$ cat src/rtl/stage_mem_pkg.sv
// Shared constants for the memory-access pipeline stage: widths, mem_op and
// exception codes, and the bus FSM state encoding.
package stage_mem_pkg;

    localparam int WORD_W      = 32;
    localparam int WORD_ADDR_W = 30;
    localparam int GPR_ADDR_W  = 5;

    localparam logic [1:0] MEM_OP_NOP = 2'd0;
    localparam logic [1:0] MEM_OP_LD  = 2'd1;
    localparam logic [1:0] MEM_OP_ST  = 2'd2;

    localparam logic [2:0] EXP_NONE     = 3'd0;
    localparam logic [2:0] EXP_INT      = 3'd1;
    localparam logic [2:0] EXP_OVF      = 3'd3;
    localparam logic [2:0] EXP_MISALIGN = 3'd5;

    typedef enum logic [1:0] {
        ST_IDLE   = 2'd0,
        ST_ACCESS = 2'd1,
        ST_DONE   = 2'd2
    } mem_state_e;

endpackage

$ cat src/rtl/stage_mem_bus_ctrl.sv
// Data-bus sequencer for the MEM stage: request/ready handshake, read buffer,
// and the kill flag that turns a flushed in-flight access into a bubble.
import stage_mem_pkg::*;

module mem_bus_ctrl #(
    parameter int WORD_W      = stage_mem_pkg::WORD_W,
    parameter int WORD_ADDR_W = stage_mem_pkg::WORD_ADDR_W
) (
    input  logic                   clk,
    input  logic                   rst,
    input  logic                   i_stall,
    input  logic                   i_flush,
    input  logic                   i_pending,
    input  logic                   i_rw,
    input  logic [WORD_ADDR_W-1:0] i_addr,
    input  logic [WORD_W-1:0]      i_wr_data,
    output logic                   o_bus_req,
    output logic                   o_bus_rw,
    output logic [WORD_ADDR_W-1:0] o_bus_addr,
    output logic [WORD_W-1:0]      o_bus_wr_data,
    input  logic [WORD_W-1:0]      i_bus_rd_data,
    input  logic                   i_bus_rdy,
    output logic                   o_busy,
    output logic                   o_hold,
    output logic                   o_killed,
    output logic [WORD_W-1:0]      o_rd_buf
);

    mem_state_e             r_state;
    logic                   r_req;
    logic                   r_rw;
    logic [WORD_ADDR_W-1:0] r_addr;
    logic [WORD_W-1:0]      r_wr_data;
    logic [WORD_W-1:0]      r_rd_buf;
    logic                   r_kill;

    always_ff @(posedge clk) begin
        if (rst) begin
            r_state   <= ST_IDLE;
            r_req     <= 1'b0;
            r_rw      <= 1'b1;
            r_addr    <= '0;
            r_wr_data <= '0;
            r_rd_buf  <= '0;
            r_kill    <= 1'b0;
        end else begin
            case (r_state)
                ST_IDLE: begin
                    if (i_pending && !i_flush) begin
                        r_req     <= 1'b1;
                        r_rw      <= i_rw;
                        r_addr    <= i_addr;
                        r_wr_data <= i_wr_data;
                        r_state   <= ST_ACCESS;
                    end
                end
                // The handshake always runs to completion; a flush only marks it dead.
                ST_ACCESS: begin
                    if (i_flush)
                        r_kill <= 1'b1;
                    if (i_bus_rdy) begin
                        r_rd_buf <= i_bus_rd_data;
                        r_req    <= 1'b0;
                        r_state  <= ST_DONE;
                    end
                end
                ST_DONE: begin
                    if (!i_stall) begin
                        r_kill  <= 1'b0;
                        r_state <= ST_IDLE;
                    end
                end
                default: r_state <= ST_IDLE;
            endcase
        end
    end

    assign o_bus_req     = r_req;
    assign o_bus_rw      = r_rw;
    assign o_bus_addr    = r_addr;
    assign o_bus_wr_data = r_wr_data;
    assign o_rd_buf      = r_rd_buf;
    assign o_busy        = ((r_state == ST_IDLE) && i_pending) || (r_state == ST_ACCESS);
    // A flushed, not-yet-launched access is bubbled directly rather than held.
    assign o_hold        = ((r_state == ST_IDLE) && i_pending && !i_flush) || (r_state == ST_ACCESS);
    assign o_killed      = (r_state == ST_DONE) && r_kill;

endmodule

$ cat src/rtl/stage_mem.sv
// MEM pipeline stage: result selection, misaligned-access exception, and the
// MEM/WB pipeline register; bus sequencing lives in mem_bus_ctrl.
import stage_mem_pkg::*;

module stage_mem #(
    parameter int WORD_W      = stage_mem_pkg::WORD_W,
    parameter int WORD_ADDR_W = stage_mem_pkg::WORD_ADDR_W,
    parameter int GPR_ADDR_W  = stage_mem_pkg::GPR_ADDR_W
) (
    input  logic                   clk,
    input  logic                   rst,
    input  logic                   stall,
    input  logic                   flush,
    input  logic [WORD_ADDR_W-1:0] ex_pc,
    input  logic                   ex_en,
    input  logic                   ex_br_flag,
    input  logic [1:0]             ex_mem_op,
    input  logic [WORD_W-1:0]      ex_mem_wr_data,
    input  logic [1:0]             ex_ctrl_op,
    input  logic [GPR_ADDR_W-1:0]  ex_dst_addr,
    input  logic                   ex_gpr_we_,
    input  logic [2:0]             ex_exp_code,
    input  logic [WORD_W-1:0]      ex_out,
    output logic                   bus_req,
    output logic                   bus_rw,
    output logic [WORD_ADDR_W-1:0] bus_addr,
    output logic [WORD_W-1:0]      bus_wr_data,
    input  logic [WORD_W-1:0]      bus_rd_data,
    input  logic                   bus_rdy,
    output logic                   mem_busy,
    output logic [WORD_W-1:0]      fwd_data,
    output logic [WORD_ADDR_W-1:0] mem_pc,
    output logic                   mem_en,
    output logic                   mem_br_flag,
    output logic [1:0]             mem_ctrl_op,
    output logic [GPR_ADDR_W-1:0]  mem_dst_addr,
    output logic                   mem_gpr_we_,
    output logic [2:0]             mem_exp_code,
    output logic [WORD_W-1:0]      mem_out
);

    logic              w_mem_access, w_misalign, w_pending;
    logic              w_hold, w_killed, w_gpr_we_;
    logic [WORD_W-1:0] w_rd_buf, w_out;

    assign w_mem_access = (ex_mem_op == MEM_OP_LD) || (ex_mem_op == MEM_OP_ST);
    // An incoming exception takes precedence over the alignment check.
    assign w_misalign   = w_mem_access && (ex_exp_code == EXP_NONE) && (ex_out[1:0] != 2'b00);
    assign w_pending    = ex_en && w_mem_access && (ex_exp_code == EXP_NONE) && (ex_out[1:0] == 2'b00);

    mem_bus_ctrl #(.WORD_W(WORD_W), .WORD_ADDR_W(WORD_ADDR_W)) u_bus_ctrl (
        .clk           (clk),
        .rst           (rst),
        .i_stall       (stall),
        .i_flush       (flush),
        .i_pending     (w_pending),
        .i_rw          (ex_mem_op == MEM_OP_LD),
        .i_addr        (ex_out[2 +: WORD_ADDR_W]),
        .i_wr_data     (ex_mem_wr_data),
        .o_bus_req     (bus_req),
        .o_bus_rw      (bus_rw),
        .o_bus_addr    (bus_addr),
        .o_bus_wr_data (bus_wr_data),
        .i_bus_rd_data (bus_rd_data),
        .i_bus_rdy     (bus_rdy),
        .o_busy        (mem_busy),
        .o_hold        (w_hold),
        .o_killed      (w_killed),
        .o_rd_buf      (w_rd_buf)
    );

    always_comb begin
        w_out     = ex_out;
        w_gpr_we_ = ex_gpr_we_;
        if (w_misalign) begin
            w_out     = '0;
            w_gpr_we_ = 1'b1;
        end else if (ex_mem_op == MEM_OP_LD) begin
            w_out = w_rd_buf;
        end else if (ex_mem_op == MEM_OP_ST) begin
            w_gpr_we_ = 1'b1;
        end
    end

    assign fwd_data = w_out;

    logic [WORD_ADDR_W-1:0] r_pc;
    logic                   r_en, r_br_flag, r_gpr_we_;
    logic [1:0]             r_ctrl_op;
    logic [GPR_ADDR_W-1:0]  r_dst_addr;
    logic [2:0]             r_exp_code;
    logic [WORD_W-1:0]      r_out;

    always_ff @(posedge clk) begin
        if (rst || ((flush || w_killed) && !(stall || w_hold))) begin
            r_pc       <= '0;
            r_en       <= 1'b0;
            r_br_flag  <= 1'b0;
            r_ctrl_op  <= '0;
            r_dst_addr <= '0;
            r_gpr_we_  <= 1'b1;
            r_exp_code <= EXP_NONE;
            r_out      <= '0;
        end else if (!(stall || w_hold)) begin
            r_pc       <= ex_pc;
            r_en       <= ex_en;
            r_br_flag  <= ex_br_flag;
            r_ctrl_op  <= w_misalign ? 2'b00 : ex_ctrl_op;
            r_dst_addr <= ex_dst_addr;
            r_gpr_we_  <= w_gpr_we_;
            r_exp_code <= w_misalign ? EXP_MISALIGN : ex_exp_code;
            r_out      <= w_out;
        end
    end

    assign mem_pc       = r_pc;
    assign mem_en       = r_en;
    assign mem_br_flag  = r_br_flag;
    assign mem_ctrl_op  = r_ctrl_op;
    assign mem_dst_addr = r_dst_addr;
    assign mem_gpr_we_  = r_gpr_we_;
    assign mem_exp_code = r_exp_code;
    assign mem_out      = r_out;

endmodule

$ cat config.mk
export PLATFORM = sky130hd
export DESIGN_NAME = stage_mem
export DESIGN_NICKNAME = d
export VERILOG_FILES = /design/src/rtl/stage_mem_pkg.sv /design/src/rtl/stage_mem_bus_ctrl.sv /design/src/rtl/stage_mem.sv
export SDC_FILE = /design/constraint.sdc
export NUM_CORES = 1
export LEC_CHECK = 0
export ABC_AREA = 0
export BUFFER_PORTS_ARGS = -buffer_cell sky130_fd_sc_hd__buf_2
export CELL_PAD_IN_SITES_DETAIL_PLACEMENT = 0
export CELL_PAD_IN_SITES_GLOBAL_PLACEMENT = 1
export CORE_MARGIN = 3
export CORE_UTILIZATION = 34
export CTS_CLUSTER_SIZE = 16
export DETAILED_ROUTE_END_ITERATION = 7
export GPL_TIMING_DRIVEN = 0
export PLACE_DENSITY = 0.85
export SYNTH_ARGS = -nofsm -noshare
export SYNTH_HDL_FRONTEND = slang
export SYNTH_SLANG_ARGS = --single-unit
$ cat constraint.sdc
create_clock -name clk -period 3.05 [get_ports clk]
set_input_delay 0.61 -clock clk [delete_from_list [all_inputs] [get_ports clk]]
set_output_delay 0.61 -clock clk [all_outputs]
set_load 0.1 [all_outputs]
Word level (Yosys, flattened, before mapping) --
Cells that the tools add are included.
Operators by class: reduce and logical (&&, ||, !) cells 29, equal/unequal tests 8, multiplexer cells 17
Operators by type and width (count):
- 2-to-1 mux 32 bit | 2
- logical AND 1 bit | 10
- AND reduction 3 bit | 3
- 2-to-1 mux 2 bit | 4
- 2-to-1 mux 1 bit | 7
- logical OR 1 bit | 6
- != test 2 bit, second input constant | 3
- one-hot mux 2 bit (3 select lines) | 1
- nonzero test 2 bit | 3
- equality test 2 x 1 -> 1 bit, second input constant | 2
- equality test 2 bit, second input constant | 2
- logical NOT 2 bit | 2
- one-hot mux 1 bit (2 select lines) | 2
- AND reduction 2 bit | 2
- logical NOT 3 bit | 1
- 2-to-1 mux 3 bit | 1
- logical NOT 1 bit | 2
- != test 2 x 1 -> 1 bit, second input constant | 1
Word-level totals: logic and storage cells 69, bits in registers 174

Longest topological paths before layout --
Gate-level depths: netlist of the first run.
word-level depth 12, gate-level depth with buffers 8, mapped depth without buffers 6

Cells and area by module --
Synthesis of the first run repeated with hierarchy kept, for this count alone.
Unflattened totals: cells, all modules 853, area, all modules 8010.2 sq um
Modules (own cells, without submodules):
- mem_bus_ctrl | times used 1, cells each 435, area an instance 4504.3 sq um
- stage_mem | times used 1, cells each 418, area an instance 3505.9 sq um

Worst setup path before layout of the first run --
No wires, ideal clock.
path kind in2out, from in ex_mem_op[0], to out mem_busy, path slack -731 ps, required time 2440 ps, arrival 3171 ps, stages 6, path through inv_1 -> ha_1 -> nor4_1 -> clkbuf_1 -> a31oi_1 -> nor2_1
On the way: word-level cells in the longest chain between the ends 7, elaborated cells between the ends (all ways) 8
RTL lines:
- start, declared | line stage_mem.sv:17 | input logic [1:0] ex_mem_op,
- equality test 2 x 1 -> 1 bit or equality test 2 bit (tied branches) | line stage_mem.sv:46 | assign w_mem_access = (ex_mem_op == MEM_OP_LD) || (ex_mem_op == MEM_OP_ST);
- logical OR 1 bit (*) | line stage_mem.sv:46
- logical AND 1 bit (*) (3 in series) | line stage_mem.sv:49 | assign w_pending = ex_en && w_mem_access && (ex_exp_code == EXP_NONE) && (ex_out[1:0] == 2'b00);
- logical AND 1 bit (*) | line stage_mem_bus_ctrl.sv:83 | assign o_busy = ((r_state == ST_IDLE) && i_pending) || (r_state == ST_ACCESS);
- logical OR 1 bit (*) | line stage_mem_bus_ctrl.sv:83
- end, declared | line stage_mem.sv:30 | output logic mem_busy,
Mark *: on every way between the ends. The rest lies on a longest branch, timed or not.

Final worst setup path of the first run --
from in ex_mem_op[0], to out fwd_data[8]
On the way: word-level cells in the longest chain between the ends 5, elaborated cells between the ends (all ways) 7
RTL lines:
- equality test 2 x 1 -> 1 bit or equality test 2 bit (tied branches) | line stage_mem.sv:46, stage_mem.sv:78
- logical OR 1 bit | line stage_mem.sv:46
- logical AND 1 bit (2 in series) | line stage_mem.sv:48 | assign w_misalign = w_mem_access && (ex_exp_code == EXP_NONE) && (ex_out[1:0] != 2'b00);
- 2-to-1 mux 32 bit (*) | line stage_mem.sv:75 | if (w_misalign) begin
- end, declared | line stage_mem.sv:31 | output logic [WORD_W-1:0] fwd_data,
Marked as above.

==> results.txt, run 1 <==
status: complete, no violations
synthesized flop and latch total: 174
Crit Reg-Reg Endpoint: mem_out[11]
syn_nets: 1,017
met2 routed WL: 12,220 um
area leader, netlist: dfxtp_1
placed cells: 1,455
Clock Skew: 0.009739 ns
Crit Path Class: in -> out
Final Cycle Share: 0.9682
worst-path fanout max: 10
Vias: 7,420
count of final setup violators: 0
CTS max path bufs: 2
CTS Hold Bufs: 0
Slew @ Worst Pin: 1.091 ns
clock root buffer: clkbuf_16
VDD IR max: 327.3 uV
power per unit of standard cell area: 565.3 nW/um^2
area share of the largest cell type after synthesis: 0.4774
Final Hold Viols: 0
Core Region: 20,620 um^2
leakage: 0.004409 uW
synth-to-layout area growth: 37.33%
Reg2Reg Depth: 7
syn avg cell area: 8.396 um^2
Post-synth EDFFs: 0
row count: 52
area of the mapped netlist: 7296 um^2
Total Power: 5664 uW
Reg2Reg Launch Point: u_bus_ctrl.r_state[0]
Die Ht: 152.5 um
post-route ant nets: 0
RSZ-0062 raised after global routing: yes
Slew Limit Fails: 0
worst hold path class: in -> reg
share of post-route cells with drive strength above 1: 0.3366
global-route wire length before repair: 39,810 um
Post-synth ARST share: 0
initial antenna violation count: 2
total of max-cap violations: 0
routed wl met3: 1670 um
Critical path destination: fwd_data[8]
DRT Pass-1 Iters: 5
Die W: 152.5 um
GPL Wtd Cong: 0.7811
Iteration-0 DRC Markers: 364
top-count cell post-synth: nand2_1
Initial Util: 0.3537
largest net degree at the start of global routing: 17
Util after Layout: 0.4858
H-tree depth: 4
Synth area leaders: dfxtp_1 48%, mux2i_1 15%, nand3_1 9.9%
vias in the first global route: 6,998
I/O Pins: 318
WL final: 25,960 um
Worst setup SP type: input pin
Syn Inst Count: 869
Clock transition at path regs: 0.07 ns
top cells by count, synth: 192 x nand2_1, 174 x dfxtp_1, 144 x nand3_1
DIE AREA: 23,250 um^2
element type at the critical path end: primary output
I/O Buffers: 316
GR Overflow Total: 0
sequential element share of the synthesized area: 0.4774
CP Launch Point: ex_mem_op[0]
nets: 1,354
WL per Instance: 17.42 um
data arrival time of the critical path: 2.34 ns
post-DP HPWL: 19,530 um
clk sinks: 174
Max Freq: 338.6 MHz
gr usage total: 0.2127
uppermost layer routed: met4
register-to-register setup slack: 0.71 ns
Yosys warning count: 0
slew margin rel.: 0.2673
Netlist cell types: 32
Remaining DRCs: 0
met1 WL: 11,660 um
Tmin final: 2.953 ns
Skew-Pair Late Insertion Delay: 0.42 ns
CTS tree: built
Post-Layout Cell Count: 1,490
Num CTS Buffers: 17
Primary FF master, synth: dfxtp_1
Vias per Instance: 4.980
required time worst endpoint: 2.44 ns
-- flip-flops by register name (all words and copies together) (netlist names) --
register / count
mem_out: 32
u_bus_ctrl.o_bus_wr_data: 32
u_bus_ctrl.o_rd_buf: 32
mem_pc: 30
u_bus_ctrl.o_bus_addr: 30
mem_dst_addr: 5
mem_exp_code: 3
mem_ctrl_op: 2
u_bus_ctrl.r_state: 2
mem_br_flag: 1
mem_en: 1
mem_gpr_we_: 1
u_bus_ctrl.o_bus_req: 1
u_bus_ctrl.o_bus_rw: 1
u_bus_ctrl.r_kill: 1
-- per-stage QoR --
stage                     hold slack (ns)  instance area, um^2  worst slack, ns  TNS [ns]
after global placement             0.4389                 9323           -1.229    -37.38
after floorplan                    0.4360                 7403          -0.4601    -2.222
after CTS                          0.3945                 9970         0.001056         0
final                              0.4165                10020          0.09693         0
after detailed placement           0.4430                 9329          -0.8137    -15.13
after global routing               0.3997                10020         -0.01964  -0.03619
-- layout by cell type, fill, tap and decap left out, types with 18 or more instances in the layout --
| cell type | netlist | final |
|---|---|---|
| a21oi_1 | 130 | 102 |
| a21oi_2 | 0 | 28 |
| buf_2 | 17 | 299 |
| buf_4 | 0 | 19 |
| clkbuf_1 | 54 | 52 |
| clkbuf_4 | 0 | 18 |
| dfxtp_1 | 174 | 174 |
| mux2i_1 | 106 | 106 |
| nand2_1 | 192 | 192 |
| nand3_1 | 144 | 144 |
-- worst max-delay path, cell delays in order --
cell      delay [ns]
buf_2           0.09
inv_1           0.04
ha_1            0.35
nor4_4          0.29
buf_4           0.20
clkbuf_2        0.32
a21oi_2         0.12
clkbuf_4        0.31
-- layout make-up --
cell class,instances,area [um^2]
diodes,2,5.005
plain buffers,83,400.4
clock buffers,19,432.9
clock inverters,12,136.4
fillers,2097,10610
inverters,3,11.26
multi-input cells,609,3538
flip-flops and latches,174,3483
well taps,270,337.8
repair buffers,318,1674
-- cells by family (layout without fill, tap and decap cells) --
family | Yosys count | count (layout) | share of synthesized area
buffers and inverters | 86 | 435 | 0.05436
other | 0 | 2 | 0
flip-flops | 174 | 174 | 0.4774
multiplexers | 106 | 106 | 0.1454
adder cells (fa/ha/maj) | 2 | 2 | 0.003429
AND/OR/NAND/NOR | 360 | 360 | 0.2193
AO/OA/AOI/OAI | 141 | 141 | 0.09998
-- power breakdown --
part           total, uW  leakage (uW)  switching (uW)  internal [uW]
combinational       1140       0.00273             893            248
sequential          2350       0.00141            28.8           2320
clock               2170      0.000271             958           1210
-- repair_timing --
item	in CTS	in global routing
setup buffers	2	0
endpoints found under the setup margin	31	20
endpoints found under the hold margin	0	0
pin swaps	1	0
gates resized for setup	22	19
-- how the worst min path moves through the flow --
stage	from	to	depth (start not counted)
after CTS	ex_mem_wr_data[2]	u_bus_ctrl.o_bus_wr_data[2]	3
after global routing	bus_rd_data[28]	u_bus_ctrl.o_rd_buf[28]	3
after detailed placement	u_bus_ctrl.o_bus_addr[19]	u_bus_ctrl.o_bus_addr[19]	2
after global placement	u_bus_ctrl.o_bus_wr_data[26]	u_bus_ctrl.o_bus_wr_data[26]	2
after floorplan	u_bus_ctrl.o_rd_buf[0]	u_bus_ctrl.o_rd_buf[0]	2
final	ex_mem_wr_data[5]	u_bus_ctrl.o_bus_wr_data[5]	3
-- routing by layer --
| metal | vias up | global-route usage |
|---|---|---|
| met5 | - | 0 |
| met4 | 0 | 0.05728 |
| met3 | 27 | 0.05879 |
| met2 | 255 | 0.3470 |
| met1 | 3481 | 0.2790 |
| li1 | 3657 | - |
No activity file was read; power rests on OpenSTA's default activity.
==> inputs of run 2 (changes only) <==
- CTS_BUF_LIST: default -> sky130_fd_sc_hd__clkbuf_16
==> results.txt, run 2 (synthesized netlist as in run 1, its figures left out) <==
nets: 1,354 (unchanged)
most frequent cells in the layout: 299 x buf_2, 192 x nand2_1, 174 x dfxtp_1 (unchanged)
WHS: 0.4165 ns (about the same)
sw frac: 0.3323 (was 0.3319)
Tmin final: 2.954 ns (was 2.953 ns)
DIE AREA: 23,250 um^2 (unchanged)
slew margin rel.: 0.2778 (was 0.2673)
Core Region: 20,620 um^2 (unchanged)
element type at the critical path end: primary output (unchanged)
RSZ-0062 raised after global routing: yes (unchanged)
largest net degree at the start of global routing: 17 (unchanged)
Skew-Pair Late Insertion Delay: 0.42 ns (about the same)
Total Power: 5657 uW (was 5664 uW)
CP bufs+invs: 5 (unchanged)
I/O Pins: 318 (unchanged)
share of post-route cells with drive strength above 1: 0.3366 (unchanged)
CTS tree: built (unchanged)
Clock transition at path regs: 0.07 ns (about the same)
worst-path fanout max: 10 (unchanged)
Initial Util: 0.3537 (unchanged)
worst hold path class: in -> reg (unchanged)
GPL Wtd Cong: 0.7811 (unchanged)
row count: 52 (unchanged)
CP Cell Sequence: buf_2 -> inv_1 -> ha_1 -> nor4_4 -> buf_4 -> clkbuf_2 -> a21oi_2 -> clkbuf_4 (unchanged)
Num CTS Buffers: 17 (unchanged)
Flop pwr share: 0.416 (was 0.415)
Switching Power: 1880 uW (about the same)
Iteration-0 DRC Markers: 347 (was 364)
synth-to-layout area growth: 37.33% (unchanged)
Crit Path Class: in -> out (unchanged)
post-route ant nets: 0 (unchanged)
Worst setup SP type: input pin (unchanged)
leakage: 0.004417 uW (was 0.004409 uW)
data arrival time of the critical path: 2.34 ns (about the same)
Max Freq: 338.5 MHz (was 338.6 MHz)
DRT Pass-1 Iters: 6 (was 5)
initial antenna violation count: 2 (unchanged)
fillers: 2,097 (unchanged)
CP max stage delay: 0.35 ns (about the same)
Remaining DRCs: 0 (unchanged)
Final Hold Viols: 0 (unchanged)
Slew Limit Fails: 0 (unchanged)
total of max-cap violations: 0 (unchanged)
CTS Hold Bufs: 0 (unchanged)
Slew @ Worst Pin: 1.075 ns (was 1.091 ns)
status: complete, no violations (unchanged)
Clk pwr share: 0.382 (was 0.383)
required time worst endpoint: 2.44 ns (about the same)
WL final: 25,920 um (was 25,960 um)
Die W: 152.5 um (unchanged)
clk sinks: 174 (unchanged)
I/O Buffers: 316 (unchanged)
GR Overflow Total: 0 (unchanged)
Die Ht: 152.5 um (unchanged)
H-tree depth: 4 (unchanged)
delay-heaviest family, CP: buffers and inverters (unchanged)
VDD IR max: 328.4 uV (was 327.3 uV)
combinational share of power: 0.202 (was 0.201)
clock root buffer: clkbuf_16 (unchanged)
Pint: 3777 uW (was 3784 uW)
commonest non-fill, non-tap cell in the layout: buf_2 (unchanged)
global-route wire length before repair: 39,810 um (unchanged)
Final Cycle Share: 0.9686 (was 0.9682)
post-DP HPWL: 19,530 um (unchanged)
gr usage total: 0.2127 (unchanged)
count of final setup violators: 0 (unchanged)
Vias per Instance: 4.979 (was 4.980)
CTS max path bufs: 2 (unchanged)
vias in the first global route: 6,998 (unchanged)
Worst path slowest cell: ha_1 (unchanged)
WL per Instance: 17.39 um (was 17.42 um)
Vias: 7,418 (was 7,420)
power per unit of standard cell area: 564.6 nW/um^2 (was 565.3 nW/um^2)
Clock Skew: 0.009738 ns (was 0.009739 ns)
## run 2: cell types whose count changed in the layout (fill, tap and decap cells not counted)
cell / change
inv_1: +2
clkbuf_1: -2
## run 2: worst reg2reg max path: stages (launching register included)
cell,delay (ns)
dfxtp_1,0.33
buf_2,0.22
nor2b_1,0.07
o21bai_1,0.35
clkbuf_1,0.55
clkbuf_1,0.45
nand3_1,0.13
mux2i_1,0.15
## run 2: metal layers
metal  up-vias  wire length (um)  part of all wire  global-route usage
li1       3656                 -                 -                   -
met1      3478             11650              0.45              0.2790
met2       257             12200              0.47              0.3470
met3        27              1663             0.064             0.05879
met4         0               412             0.016             0.05728
met5         -                 0                 0                   0
## run 2: final timing paths
kind                                                    from                      endpoint  slack, ns  cells after the start
worst max-delay path                            ex_mem_op[0]                   fwd_data[8]        0.1                      8
worst min register to register  u_bus_ctrl.o_bus_wr_data[25]  u_bus_ctrl.o_bus_wr_data[25]       0.45                      2
worst min-delay path                       ex_mem_wr_data[5]   u_bus_ctrl.o_bus_wr_data[5]       0.42                      3
worst max register to register         u_bus_ctrl.r_state[0]                   mem_out[11]       0.71                      7
## run 2: power groups by stage
stage	Clock (uW)	Sequential, uW	Combinational (uW)
after floorplan	0	2770	477
after global placement	0	2400	1120
after detailed placement	0	2400	1120
after CTS	2220	2350	1140
after global routing	2320	2360	1190
final	2160	2350	1140
## run 2: area by class of cell
class | count | area (um^2) | area share
diodes | 2 | 5.005 | 0.0004995
plain buffers | 83 | 400.4 | 0.03996
clock buffers | 17 | 425.4 | 0.04246
clock inverters | 14 | 143.9 | 0.01436
inverters | 3 | 11.26 | 0.001124
multi-input cells | 609 | 3538 | 0.3531
flip-flops and latches | 174 | 3483 | 0.3477
well taps | 270 | 337.8 | 0.03372
repair buffers | 318 | 1674 | 0.1671
## run 2: repair_timing
item	CTS	global route
endpoints found under the setup margin	31	20
gates resized for setup	22	19
buffers inserted	2	0
gates cloned	0	0
pin swaps	1	0
hold endpoints to repair	0	0
## run 2: metrics by stage
stage,cell area (um^2),worst slack [ns],std cells,util,setup TNS (ns)
floorplan,7403,-0.4601,869,-,-2.222
global placement,9323,-1.229,1455,0.4520,-37.38
detailed placement,9329,-0.8137,1455,0.4523,-15.13
CTS,9970,0.001056,1488,0.4834,0
global route,10020,-0.01964,1490,0.4858,-0.03619
finish,10020,0.09571,1490,0.4858,0
